$ cat config.mk
export PLATFORM = sky130hd
export DESIGN_NAME = uart_tx
export DESIGN_NICKNAME = d
export VERILOG_FILES = /design/src/rtl/uart_pkg.sv /design/src/rtl/uart_baud_gen.sv /design/src/rtl/uart_tx.sv
export SDC_FILE = /design/constraint.sdc
export NUM_CORES = 1
export LEC_CHECK = 0
export CORE_ASPECT_RATIO = 0.75
export CORE_MARGIN = 3
export CORE_UTILIZATION = 30
export DETAILED_ROUTE_END_ITERATION = 10
export SETUP_SLACK_MARGIN = 0.1
export SLEW_MARGIN = 20
export SYNTH_ARGS = -nofsm -noshare
export SYNTH_HDL_FRONTEND = slang
export SYNTH_SLANG_ARGS = --single-unit
$ cat constraint.sdc
create_clock -name SYS_CLK -period 2.4 [get_ports SYS_CLK]
set_clock_uncertainty 0.2 [all_clocks]
set_input_delay 0.24 -clock SYS_CLK [delete_from_list [all_inputs] [get_ports SYS_CLK]]
set_output_delay 0.24 -clock SYS_CLK [all_outputs]
set_load 0.01 [all_outputs]
$ cat src/rtl/uart_pkg.sv
// Shared UART definitions: FSM state encoding, data width, line levels and parity helper.
// Used by uart_tx and intended for reuse by the matching receiver.
package uart_pkg;

    localparam int DATA_W = 8;

    localparam logic LINE_IDLE  = 1'b1;
    localparam logic LINE_START = 1'b0;
    localparam logic LINE_STOP  = 1'b1;

    typedef enum logic [2:0] {
        ST_IDLE   = 3'd0,
        ST_START  = 3'd1,
        ST_DATA   = 3'd2,
        ST_PARITY = 3'd3,
        ST_STOP   = 3'd4
    } uart_state_e;

    // Even parity of the byte, inverted when odd parity is selected.
    function automatic logic parity_bit(input logic [DATA_W-1:0] data, input logic odd);
        return (^data) ^ odd;
    endfunction

endpackage

$ cat src/rtl/uart_baud_gen.sv
// Bit-period counter: reload sets CLK_DIV-1, counts down to 0 and holds there.
// tick is high while the counter is 0, i.e. on the last cycle of a bit.
module uart_baud_gen #(
    parameter int CLK_DIV = 174
) (
    input  logic clk,
    input  logic resetn,
    input  logic reload,
    output logic tick
);

    localparam int CNT_W = (CLK_DIV > 1) ? $clog2(CLK_DIV) : 1;
    localparam logic [CNT_W-1:0] CNT_TOP  = CNT_W'(CLK_DIV - 1);
    localparam logic [CNT_W-1:0] CNT_ZERO = {CNT_W{1'b0}};
    localparam logic [CNT_W-1:0] CNT_ONE  = CNT_W'(1);

    logic [CNT_W-1:0] cnt_r;

    // Down-counter with synchronous reset and reload on every bit boundary.
    always_ff @(posedge clk) begin
        if (!resetn) begin
            cnt_r <= CNT_ZERO;
        end else if (reload) begin
            cnt_r <= CNT_TOP;
        end else if (cnt_r != CNT_ZERO) begin
            cnt_r <= cnt_r - CNT_ONE;
        end else begin
            cnt_r <= cnt_r;
        end
    end

    assign tick = (cnt_r == CNT_ZERO);

endmodule

$ cat src/rtl/uart_tx.sv
// 8N1/8N2 UART transmitter with valid/ready byte input and registered serial output.
// Define UART_TX_PARITY_EN to insert a parity bit (even, or odd with PARITY_ODD=1) after data bit 7.
module uart_tx
    import uart_pkg::*;
#(
    parameter int CLK_DIV    = 174,
    parameter int STOP_BITS  = 1,
    parameter int PARITY_ODD = 0
) (
    input  logic              SYS_CLK,
    input  logic              RESETN,
    input  logic [DATA_W-1:0] TX_DATA,
    input  logic              TX_VALID,
    output logic              TX_READY,
    output logic              USB_UART_RXD,
    output logic              TX_BUSY
);

    localparam bit PARAMS_OK = (CLK_DIV >= 2) && (CLK_DIV <= 65535) &&
                               ((STOP_BITS == 1) || (STOP_BITS == 2)) &&
                               ((PARITY_ODD == 0) || (PARITY_ODD == 1));
    localparam logic       LAST_STOP = 1'(STOP_BITS - 1);
    localparam logic [2:0] LAST_DATA = 3'd7;

    if (!PARAMS_OK) begin : g_param_check
        $fatal(1, "uart_tx: illegal CLK_DIV, STOP_BITS or PARITY_ODD");
    end

    uart_state_e       state_r;
    logic [DATA_W-1:0] shift_r;
    logic [2:0]        bit_idx_r;
    logic              stop_idx_r;
    logic              line_r;
    logic              busy_r;
`ifdef UART_TX_PARITY_EN
    logic              parity_r;
`endif

    logic tick_s;
    logic last_stop_s;
    logic ready_s;
    logic accept_s;
    logic reload_s;

    assign last_stop_s = (state_r == ST_STOP) && tick_s && (stop_idx_r == LAST_STOP);
    assign ready_s     = RESETN && ((state_r == ST_IDLE) || last_stop_s);
    assign accept_s    = TX_VALID && ready_s;
    // Counter rests at 0 while idle; it is only reloaded inside a frame or on accept.
    assign reload_s    = accept_s || (tick_s && (state_r != ST_IDLE) && !last_stop_s);

    uart_baud_gen #(
        .CLK_DIV (CLK_DIV)
    ) u_baud_gen (
        .clk    (SYS_CLK),
        .resetn (RESETN),
        .reload (reload_s),
        .tick   (tick_s)
    );

    // Frame sequencer: shift register, bit/stop indices and registered line/busy outputs.
    always_ff @(posedge SYS_CLK) begin
        if (!RESETN) begin
            state_r    <= ST_IDLE;
            shift_r    <= {DATA_W{1'b0}};
            bit_idx_r  <= 3'd0;
            stop_idx_r <= 1'b0;
            line_r     <= LINE_IDLE;
            busy_r     <= 1'b0;
`ifdef UART_TX_PARITY_EN
            parity_r   <= 1'b0;
`endif
        end else if (accept_s) begin
            state_r    <= ST_START;
            shift_r    <= TX_DATA;
            bit_idx_r  <= 3'd0;
            stop_idx_r <= 1'b0;
            line_r     <= LINE_START;
            busy_r     <= 1'b1;
`ifdef UART_TX_PARITY_EN
            parity_r   <= parity_bit(TX_DATA, 1'(PARITY_ODD));
`endif
        end else if (tick_s) begin
            case (state_r)
                ST_IDLE: begin
                    line_r <= LINE_IDLE;
                    busy_r <= 1'b0;
                end
                ST_START: begin
                    state_r <= ST_DATA;
                    line_r  <= shift_r[0];
                    shift_r <= {1'b0, shift_r[DATA_W-1:1]};
                end
                ST_DATA: begin
                    if (bit_idx_r == LAST_DATA) begin
                        bit_idx_r <= 3'd0;
`ifdef UART_TX_PARITY_EN
                        state_r   <= ST_PARITY;
                        line_r    <= parity_r;
`else
                        state_r    <= ST_STOP;
                        line_r     <= LINE_STOP;
                        stop_idx_r <= 1'b0;
`endif
                    end else begin
                        bit_idx_r <= bit_idx_r + 3'd1;
                        line_r    <= shift_r[0];
                        shift_r   <= {1'b0, shift_r[DATA_W-1:1]};
                    end
                end
`ifdef UART_TX_PARITY_EN
                ST_PARITY: begin
                    state_r    <= ST_STOP;
                    line_r     <= LINE_STOP;
                    stop_idx_r <= 1'b0;
                end
`endif
                ST_STOP: begin
                    if (stop_idx_r == LAST_STOP) begin
                        state_r    <= ST_IDLE;
                        line_r     <= LINE_IDLE;
                        busy_r     <= 1'b0;
                        stop_idx_r <= 1'b0;
                    end else begin
                        stop_idx_r <= stop_idx_r + 1'b1;
                    end
                end
                default: begin
                    state_r    <= ST_IDLE;
                    line_r     <= LINE_IDLE;
                    busy_r     <= 1'b0;
                    bit_idx_r  <= 3'd0;
                    stop_idx_r <= 1'b0;
                end
            endcase
        end else begin
            state_r <= state_r;
        end
    end

    assign TX_READY     = ready_s;
    assign USB_UART_RXD = line_r;
    assign TX_BUSY      = busy_r;

endmodule

Word-level counts from Yosys, hierarchy flattened --
Index checks and enable logic that the tools add are counted.
Operators by class: muxes and demuxes 25, shift-type cells 0, reduce and logical (&&, ||, !) cells 28, divide/modulo/power cells 0, eq/ne operators 11, bitwise gates (word level) 5, $add $sub $neg 3, multipliers 0, $lt $le $gt $ge 0
Operator list (count):
- $mux 8 | 5
- $pmux 8 s2 | 1
- $pmux 3 s4 | 1
- $mux 1 | 11
- $mux 3 | 3
- $ne 3x3->1 const B | 3
- $reduce_and 3->1 | 3
- $logic_not 8->1 | 1
- $reduce_and 4->1 | 2
- $reduce_bool 8->1 | 1
- $reduce_or 2->1 | 4
- $sub 8x1->8 const B | 1
- $eq 3x3->1 const B | 2
- $logic_and 1x1->1 | 6
- $ne 2x2->1 const B | 3
- $pmux 1 s3 | 2
- $pmux 3 s2 | 1
- $reduce_bool 3->1 | 2
- $not 1->1 | 5
- $reduce_and 2->1 | 2
- $reduce_bool 2->1 | 2
- $add 3x1->3 const B | 1
- $eq 3x1->1 const B | 1
- $eq 3x2->1 const B | 1
- 7 further kinds | 8
Storage, ports and cells: bits in latches 0, output and inout bits 3, bits in writable memories 0, bits in read-only memories 0, register bits after elaboration 25, input bits 11, memories 0, word-level logic and storage cells 81

Depth between registers and ports, before layout --
Gate-level depths: netlist of the first run.
depth after elaboration 8, gate-level depth with buffers 7

Hierarchy --
Synthesis of the first run repeated with hierarchy kept, for this count alone.
Unflattened totals: cells, all modules 144, area, all modules 1241.2 sq um
By module, submodules not included:
- uart_tx | cells an instance 96, seq. area each 320.3 sq um, instances 1, area each 805.8 sq um
- uart_baud_gen | cells an instance 48, seq. area each 160.2 sq um, instances 1, area each 435.4 sq um

Worst setup path before layout of the first run --
Ideal clock, no wire load.
path kind register -> register, start register u_baud_gen.cnt_r[0], end register shift_r[1], path slack 0.437 ns, stages on the path, launching flop included 8, library setup time 0.119 ns, data required time 2.081 ns, arrival 1.645 ns, cell sequence dfxtp_1 -> inv_1 -> ha_1 -> or3b_2 -> buf_2 -> o21ai_4 -> nand2_2 -> o221a_1
On the way: word-level cells in the longest chain between the ends 8
Ends and longest elaborated chain:
- start, declared | line uart_baud_gen.sv:17 | logic [CNT_W-1:0] cnt_r;
- start signal, assigned | line uart_baud_gen.sv:26 | cnt_r <= cnt_r - CNT_ONE;
- start signal, assigned | line uart_baud_gen.sv:28 | cnt_r <= cnt_r;
- $logic_not 8->1 * | line uart_baud_gen.sv:32 | assign tick = (cnt_r == CNT_ZERO);
- $logic_and 1x1->1 (2 in a row) | line uart_tx.sv:45 | assign last_stop_s = (state_r == ST_STOP) && tick_s && (stop_idx_r == LAST_STOP);
- $logic_or 1x1->1 | line uart_tx.sv:46 | assign ready_s = RESETN && ((state_r == ST_IDLE) || last_stop_s);
- $logic_and 1x1->1 | line uart_tx.sv:46
- $logic_and 1x1->1 | line uart_tx.sv:47 | assign accept_s = TX_VALID && ready_s;
- $ne 3x3->1 (no source line) (tied with other cells)
- $reduce_and 3->1 (no source line)
- end signal, assigned | line uart_tx.sv:64 | shift_r <= {DATA_W{1'b0}};
- end signal, assigned | line uart_tx.sv:91 | shift_r <= {1'b0, shift_r[DATA_W-1:1]};
- end signal, assigned | line uart_tx.sv:107 | shift_r <= {1'b0, shift_r[DATA_W-1:1]};
- end, declared | line uart_tx.sv:30 | logic [DATA_W-1:0] shift_r;
Mark *: on every way between the ends. The rest lies on a longest branch, timed or not. A chain may end at the register's enable or synchronous reset.

Worst setup path after layout of the first run --
start register u_baud_gen.cnt_r[5], end output port TX_READY
On the way: word-level cells in the longest chain between the ends 5
Ends and longest elaborated chain:
- $logic_not 8->1 | line uart_baud_gen.sv:32
- $logic_and 1x1->1 (2 in a row) | line uart_tx.sv:45
- $logic_or 1x1->1 | line uart_tx.sv:46
- $logic_and 1x1->1 | line uart_tx.sv:46
- end, declared | line uart_tx.sv:14 | output logic TX_READY,
No other way between the ends.

==> impl_results.md, run 1 <==
- Worst hold path class: flip-flop to flip-flop
- Final hold violations: 0
- DRT Wirelength: between 2000 and 3000 um
- Fmax achieved: 0.452 GHz
- IO Pins: 14
- Antenna Violating Nets Remaining: 0
- Overflow after GRT: 0
- Leak: roughly 0.59 nW
- Power Dens Cells: slightly below 900 nW/um^2
- Worst Path Required: roughly 2.0 ns
- Die span in x: between 80 and 90 um
- Most frequent cell after synthesis: dfxtp_1
- First-pass GRT wire length: around 5000 um
- CP Max Fanout: 5
- Peak supply drop: roughly 0.00037 V
- Setup violators final: 0
- RSZ-0062 raised after global routing: false
- Least-Margin Pin Slew: around 0.49 ns
- Mapped Avg Cell Area: 9.05 um^2
- DRC: 0
- Row cnt: 19
- Final HPWL DP: 2130 um
- EDFF count, synth: 0
- Root Driver: clkbuf_8
- Most used DFF post-synth: dfxtp_1
- Crit path kind: flip-flop to output pin
- # hold bufs at CTS: 0
- Fin crit share: between 90% and 100%
- Register area share after synthesis: 37.9%
- Status: complete, no violations
- Initial Util: around a third
- Wirelength per Cell: roughly 14 um
- Area after DPL: between 1000 and 1500 um^2
- Core Region: a little under 4000 um^2
- Starting DRT DRC Count: roughly 80
- YS warnings: 0
- Post-route setup TNS: 0 ns
- Post-synth top cells: dfxtp_1 (24), a21oi_1 (18), inv_1 (8), nand2_1 (8), nor2_1 (8)
- Max Slew Vio Count: 0
- Antenna violations before repair: 0
- Post-route cell area: ~1500 um^2
- Tmin final: approximately 2.2 ns
- Number of antenna diodes: 0
- Headroom to the max-slew limit: approximately 67%
- Worst-Skew Late Latency: ~0.27 ns
- Number of H-tree levels: 1
- Post-Syn Instances: 140
- Clock sinks: 24
- Total of max-cap violations: 0
- Leading area contributor after synthesis: dfxtp_1
- Synth area leaders: dfxtp_1 (38%), a21oi_1 (7.1%), mux2i_1 (5.5%)
- Routability-driven placement congestion ratio: ~0.81
- Layout cell share with drive strength beyond 1: ~16%
- Pin count of the biggest net entering global routing: 14
- Vias in the first global route: 1058
- Syn nets: between 150 and 200
- Critical path endpoint category: output pin
- Die Y: roughly 62 um
- Yosys reg bits: 24
- Total global-route track usage: roughly an eighth
- Async SR Flop Fraction: 0%
- Mapped cell area: approximately 1300 um^2
- Final nets: 173
- Die area: a little over 5000 um^2
- Layout area overhead: 21.5%
- Vias/cell: between 5 and 6
- First drt pass iteration count: 4
- Worst Setup Start Kind: flip-flop
- Synth unique cells: 42
- CTS max path bufs: 2
- TritonCTS clock tree: built
- Critical Path AT: about 1.8 ns
- Top cell type's share of synthesized area: 37.9%
- Clk pin slew, worst setup/hold paths: about 0.090 ns
- Port bufs: 13
- Vias: 1069
- Num CTS Buffers: 3
[cells by family after synthesis]
family,Yosys count,share of synthesized area (%)
compound gates,45,23.4
simple gates,40,20.5
flops,24,37.9
buf+inv,15,5.03
mux,8,6.42
xor+xnor,4,2.76
fa+ha+maj,4,3.95
[critical path: stages (launching register included)]
cell and delay [ns]:
dfxtp_1 0.36, or4_4 0.58, o21ai_4 0.17, and3_1 0.16
clkdlybuf4s15_2 0.22
[cells in the final DEF, fill, tap and decap left out, types with 5 or more instances in the layout]
cell type	Yosys	layout
a21oi_1	18	18
buf_4	1	7
clkdlybuf4s50_1	0	12
dfxtp_1	24	24
inv_1	8	8
mux2i_1	7	7
nand2_1	8	8
nor2_1	8	8
nor3_1	5	5
o21ai_0	6	6
o31ai_1	5	5
[report_power, final]
part	internal, mW	leakage (nW)	total [mW]	switching, mW
logic	0.256	0.364	0.547	0.291
registers	0.461	0.197	0.533	0.0718
clock network	0.147	0.0288	0.278	0.132
[repair_timing]
action | in CTS | in global routing
gates resized for setup | 4 | 0
endpoints found under the setup margin | 1 | 0
setup buffers | 0 | 0
[metal layers]
layer	global-route usage [%]	routed length (um)	up-vias
met5	0	0	-
met2	18.5	1270	10
li1	-	-	550
met1	17.7	1550	505
met4	3.16	22	0
met3	3.90	90	4
[metrics by stage]
step           utilization, %  setup slack [ns]  hold WS [ns]  power, mW  std cells
4_1_cts                  40.0             0.178         0.283       1.37        209
5_1_grt                  40.0             0.122         0.315       1.46        209
3_3_place_gp             38.5             0.114         0.266       1.06        205
6_report                 40.0             0.189         0.278       1.36        209
2_1_floorplan               -             0.437         0.188      0.925        140
3_5_place_dp             38.5            0.0849         0.264       1.07        205
[final timing paths]
kind	slack [ns]	depth (start not counted)	endpoint	from
setup reg to reg	0.35	5	u_baud_gen.cnt_r[1]$_SDFFE_PP0P_	u_baud_gen.cnt_r[5]$_SDFFE_PN0P_
hold / removal	0.28	2	TX_BUSY$_SDFFE_PN0P_	TX_BUSY$_SDFFE_PN0P_
hold reg to reg	0.28	2	TX_BUSY$_SDFFE_PN0P_	TX_BUSY$_SDFFE_PN0P_
setup / recovery	0.19	4	TX_READY	u_baud_gen.cnt_r[5]$_SDFFE_PN0P_
[final cells by class]
type	instances	area [um^2]
timing repair buffer	20	184
tap	52	65.1
multi-input combinational	101	726
clock buffer	4	55.1
fill	391	2310
inverter	8	30.0
sequential	24	480
[flip-flops by register name, indices dropped and copies added, names as in the netlist]
signal and flops:
u_baud_gen.cnt_r 8, state_r 3, bit_idx_r 3, shift_r 8
USB_UART_RXD 1, TX_BUSY 1
No activity file was read; power rests on OpenSTA's default activity.
==> run 2: changes to the inputs <==
==> constraint.sdc (replaced) <==
create_clock -name SYS_CLK -period 2.06 [get_ports SYS_CLK]
set_clock_uncertainty 0.2 [all_clocks]
set_input_delay 0.206 -clock SYS_CLK [delete_from_list [all_inputs] [get_ports SYS_CLK]]
set_output_delay 0.206 -clock SYS_CLK [all_outputs]
set_load 0.01 [all_outputs]
==> impl_results.md, run 2 (synthesis gave the netlist of run 1 again) <==
- Final HPWL DP: approximately 2300 um
- Port bufs: 13
- Fmax achieved: roughly 0.5 GHz
- Critical path endpoint category: output pin
- Layout cell share with drive strength beyond 1: about 34%
- Leak: 0.694 nW
- Worst-Skew Late Latency: roughly 0.26 ns
- Root Driver: clkbuf_8
- Worst Setup Start Kind: flip-flop
- RSZ-0062 raised after global routing: true
- Vias/cell: 5.02
- Wirelength per Cell: 13.8 um
- Vias: between 1000 and 1500
- Max incr delay on CP: ~0.4 ns
- Die Y: ~62 um
- TritonCTS clock tree: built
- Die span in x: ~81 um
- Vias in the first global route: 1083
- Core Region: between 3000 and 4000 um^2
- IO Pins: 14
- DRC: 0
- Clk pin slew, worst setup/hold paths: 0.08 ns
- CP Buf/Inv Count: 2
- Commonest non-fill, non-tap cell in the layout: buf_4
- First-pass GRT wire length: 4970 um
- Worst Path Required: about 1.7 ns
- Num CTS Buffers: 3
- Worst Hold Margin: about 0.28 ns
- CP Max Fanout: 2
- Worst setup path start: u_baud_gen.cnt_r[0]$_SDFFE_PN0P_
- Layout area overhead: 42.1%
- Total of max-cap violations: 0
- Antenna violations before repair: 0
- Number of antenna diodes: 0
- First drt pass iteration count: 4
- Setup violators final: 0
- Worst hold path class: flip-flop to flip-flop
- Die area: between 5000 and 6000 um^2
- Routability-driven placement congestion ratio: between 0.8 and 0.9
- Slowest cell on the critical path: or3b_4
- Max Slew Vio Count: 0
- Final nets: 193
- Initial Util: around 33%
- Largest regs: shift_r (8), u_baud_gen.cnt_r (8)
- Fin crit share: a little over nine tenths
- Status: complete, no violations
- Row cnt: 19
- Least-Margin Pin Slew: ~0.43 ns
- Final WS setup: 0.0508 ns
- Peak supply drop: 0.000422 V
- Critical Path AT: ~1.6 ns
- Number of H-tree levels: 1
- Crit path kind: flip-flop to output pin
- Antenna Violating Nets Remaining: 0
- Most frequent cells in the layout: buf_4 (22), dfxtp_1 (21), a21oi_1 (15)
- Total global-route track usage: 12.6%
- CP cell instances: inv_2 > ha_4 > or3b_4 > o21ai_4 > and3_1 > buf_2
- # hold bufs at CTS: 0
- Tmin final: 2.01 ns
- Final hold violations: 0
- Overflow after GRT: 0
- Headroom to the max-slew limit: around 70%
- Power Dens Cells: approximately 980 nW/um^2
- Clock sinks: 24
- Largest delay share family, worst path: simple AND/OR/NAND/NOR gates
- Placement Setup Slack: -0.219 ns
- Post-route cell area: 1800 um^2
- Pin count of the biggest net entering global routing: 13
- DRT Wirelength: roughly 3100 um
- Hold path startpoint: TX_BUSY$_SDFFE_PN0P_
- CTS max path bufs: 2
- Reg2reg start: u_baud_gen.cnt_r[0]$_SDFFE_PN0P_
- Area after DPL: approximately 1600 um^2
- FILL cells: 376
- Starting DRT DRC Count: 37
## run 2: layer usage
layer | vias to the layer above | part of all wire [%] | GRT usage, %
li1 | 583 | - | -
met1 | 542 | 48 | 17.6
met2 | 18 | 48 | 19.1
met3 | 2 | 3.2 | 3.18
met4 | 0 | 0.61 | 3.16
met5 | - | 0 | 0
## run 2: worst register-to-register path, cell delays in order, from the launching register on
cell,delay (ns)
dfxtp_2,0.33
inv_2,0.07
ha_4,0.13
or3b_4,0.39
buf_4,0.18
nor3_4,0.22
mux2i_1,0.20
nor2b_1,0.13
## run 2: cell type report
| type | instances | area, um^2 | area share [%] |
|---|---|---|---|
| clock buffer | 3 | 41.3 | 2.29 |
| inverter | 8 | 30.0 | 1.67 |
| multi-input combinational | 101 | 826 | 45.9 |
| sequential | 24 | 484 | 26.9 |
| tap | 52 | 65.1 | 3.61 |
| timing repair buffer | 40 | 354 | 19.7 |
## run 2: path summary, 6_finish.rpt
check | to | slack, ns | cells after the start
max | TX_READY | 0.05 | 6
min | TX_BUSY$_SDFFE_PN0P_ | 0.28 | 2
max reg2reg | bit_idx_r[0]$_SDFFE_PP0P_ | 0.14 | 7
min reg2reg | TX_BUSY$_SDFFE_PN0P_ | 0.28 | 2
## run 2: what timing repair did
item | CTS | global route
cloned | 0 | 1
setup buffers | 4 | 1
pin swaps | 4 | 5
setup endpoints to repair | 20 | 22
gates resized for setup | 11 | 24
## run 2: report_power, final
| part | total (mW) | leakage, nW | switching [mW] | internal, mW |
|---|---|---|---|---|
| Sequential | 0.586 | 0.198 | 0.0467 | 0.540 |
| Combinational | 0.912 | 0.474 | 0.448 | 0.465 |
| Clock | 0.269 | 0.0216 | 0.138 | 0.131 |
## run 2: through the flow
step                util (%)  power, mW  cells  TNS (ns)
CTS                     43.7       1.71    226         0
floorplan                  -       1.08    140         0
global route            46.8       1.89    228   -0.0101
global placement        41.5       1.35    219    -0.193
detailed placement      41.5       1.37    219    -0.227
finish                  46.8       1.77    228         0
==> run 3: changes to the inputs <==
--- a/config.mk
+++ b/config.mk
@@ -5,11 +5,15 @@
 export SDC_FILE = /design/constraint.sdc
 export NUM_CORES = 1
 export LEC_CHECK = 0
+export CELL_PAD_IN_SITES_DETAIL_PLACEMENT = 1
+export CELL_PAD_IN_SITES_GLOBAL_PLACEMENT = 1
 export CORE_ASPECT_RATIO = 0.75
 export CORE_MARGIN = 3
 export CORE_UTILIZATION = 30
 export DETAILED_ROUTE_END_ITERATION = 10
+export PLACE_DENSITY_LB_ADDON = 0.1
 export SETUP_SLACK_MARGIN = 0.1
+export SKIP_LAST_GASP = 1
 export SLEW_MARGIN = 20
 export SYNTH_ARGS = -nofsm -noshare
 export SYNTH_HDL_FRONTEND = slang
==> impl_results.md, run 3 (synthesis gave the netlist of run 1 again) <==
- Status: complete, no violations
- Critical Path AT: roughly 1.6 ns
- Max Slew Vio Count: 0
- Pin count of the biggest net entering global routing: 14
- CP Max Fanout: 2
- Layout area overhead: 43.2%
- Die area: ~5000 um^2
- Worst hold path class: flip-flop to flip-flop
- Vias/cell: around 5.2
- First drt pass iteration count: 4
- Most frequent cells in the layout: buf_4 (21), dfxtp_1 (20), a21oi_1 (16)
- Die span in x: approximately 81 um
- Internal: between 1 and 1.5 mW
- Fin crit share: slightly below 100%
- RSZ-0062 raised after global routing: true
- Row cnt: 19
- Fmax achieved: about 0.5 GHz
- Max incr delay on CP: 0.40 ns
- Initial Util: between 30% and 40%
- Worst-Skew Late Latency: 0.27 ns
- Layout cell share with drive strength beyond 1: a little over a third
- Power Dens Cells: 1000 nW/um^2
- Slowest cell on the critical path: or3b_4
- Die Y: ~62 um
- First-pass GRT wire length: 6090 um
- Largest regs: shift_r (8), u_baud_gen.cnt_r (8)
- Total of max-cap violations: 0
- Setup violators final: 0
- IO Pins: 14
- Final Util: a little under half
- DRT Wirelength: roughly 3500 um
- Port bufs: 13
- Vias in the first global route: approximately 1200
- CP Buf/Inv Count: 2
- Final HPWL DP: roughly 2700 um
- CTS max path bufs: 2
- Number of antenna diodes: 0
- Peak supply drop: 0.000363 V
- Sequential power share: 32.7%
- Starting DRT DRC Count: 46
- CP cell instances: inv_2 > ha_4 > or3b_4 > o21ai_4 > and3_4 > buf_6
- Sw frac: 35.6%
- Routability-driven placement congestion ratio: 0.787
- Final non-filler cell total: 228
- Antenna Violating Nets Remaining: 0
- Headroom to the max-slew limit: between 60% and 70%
- Tmin final: 2.03 ns
- TritonCTS clock tree: built
- Overflow after GRT: 0
- Clock power share: approximately 18%
- Critical path endpoint category: output pin
- Core Region: a little under 4000 um^2
- Worst Setup Start Kind: flip-flop
- Root Driver: clkbuf_8
- Total global-route track usage: between 10% and 20%
- Crit path kind: flip-flop to output pin
- Commonest non-fill, non-tap cell in the layout: buf_4
- Leak: ~0.7 nW
- DRC: 0
- Num CTS Buffers: 3
- Clock sinks: 24
- Least-Margin Pin Slew: between 0.5 and 0.6 ns
- Placed cells: ~220
- Worst Path Required: 1.65 ns
- Antenna violations before repair: 0
- Vias: approximately 1200
- Comb pwr share: 49.8%
- Number of H-tree levels: 1
- Final hold violations: 0
- Largest delay share family, worst path: simple AND/OR/NAND/NOR gates
- Wirelength per Cell: about 16 um
- Final nets: 192
- Clk pin slew, worst setup/hold paths: 0.08 ns
- Net load switching power: around 650 uW
## run 3: changes by cell type in the layout (fill, tap and decap cells not counted), sizes merged
cell	before	now
buf	27	26
clkbuf	4	5
## run 3: cell type report
cell class	count	area [um^2]
fill	457	2040
inverter	8	30.0
tap	52	65.1
clock buffer	4	55.1
multi-input combinational	101	821
timing repair buffer	39	359
sequential	24	485
## run 3: metal layers
layer | routed length [um] | global-route usage, % | vias to the layer above
met3 | 89 | 3.18 | 3
met1 | 1750 | 21.3 | 597
met2 | 1680 | 24.5 | 9
li1 | - | - | 584
met5 | 0 | 0 | -
met4 | 24 | 3.16 | 0
## run 3: power by group through the flow
stage | registers [mW] | logic [mW] | clock network [mW]
6_report | 0.593 | 0.904 | 0.319
5_1_grt | 0.604 | 1.00 | 0.366
4_1_cts | 0.593 | 0.870 | 0.339
3_5_place_dp | 0.597 | 0.810 | 0
3_3_place_gp | 0.587 | 0.793 | 0
2_1_floorplan | 0.607 | 0.478 | 0
## run 3: what timing repair did
| action | CTS | global route |
|---|---|---|
| gates resized for setup | 14 | 22 |
| hold buffers | 0 | 0 |
| setup buffers | 2 | 1 |
| gates cloned | 0 | 1 |
| endpoints found under the hold margin | 0 | 0 |
| pin swaps | 4 | 6 |
| setup endpoints to repair | 25 | 25 |
## run 3: tightest hold or removal path, stage by stage (launching register included)
cell and delay, ns:
dfxtp_1 0.33, o31ai_2 0.07, a21oi_2 0.05
## run 3: final timing paths
kind,endpoint,cells after the start,start,slack [ns]
worst min register to register,TX_BUSY$_SDFFE_PN0P_,2,TX_BUSY$_SDFFE_PN0P_,0.29
worst max-delay path,TX_READY,6,u_baud_gen.cnt_r[0]$_SDFFE_PN0P_,0.03
worst min-delay path,TX_BUSY$_SDFFE_PN0P_,2,TX_BUSY$_SDFFE_PN0P_,0.29
worst max register to register,shift_r[1]$_SDFFE_PN0P_,7,bit_idx_r[0]$_SDFFE_PP0P_,0.09
## run 3: per-stage QoR
stage	cell area, um^2	setup TNS (ns)	worst slack, ns	power (mW)	hold WS (ns)
after detailed placement	1610	-0.737	-0.241	1.41	0.277
after global placement	1610	-0.303	-0.214	1.38	0.267
after floorplan	1270	0	0.113	1.08	0.154
after CTS	1710	-0.00482	-0.00482	1.80	0.297
after global routing	1820	-0.0417	-0.0417	1.97	0.320
final	1820	0	0.0327	1.82	0.293
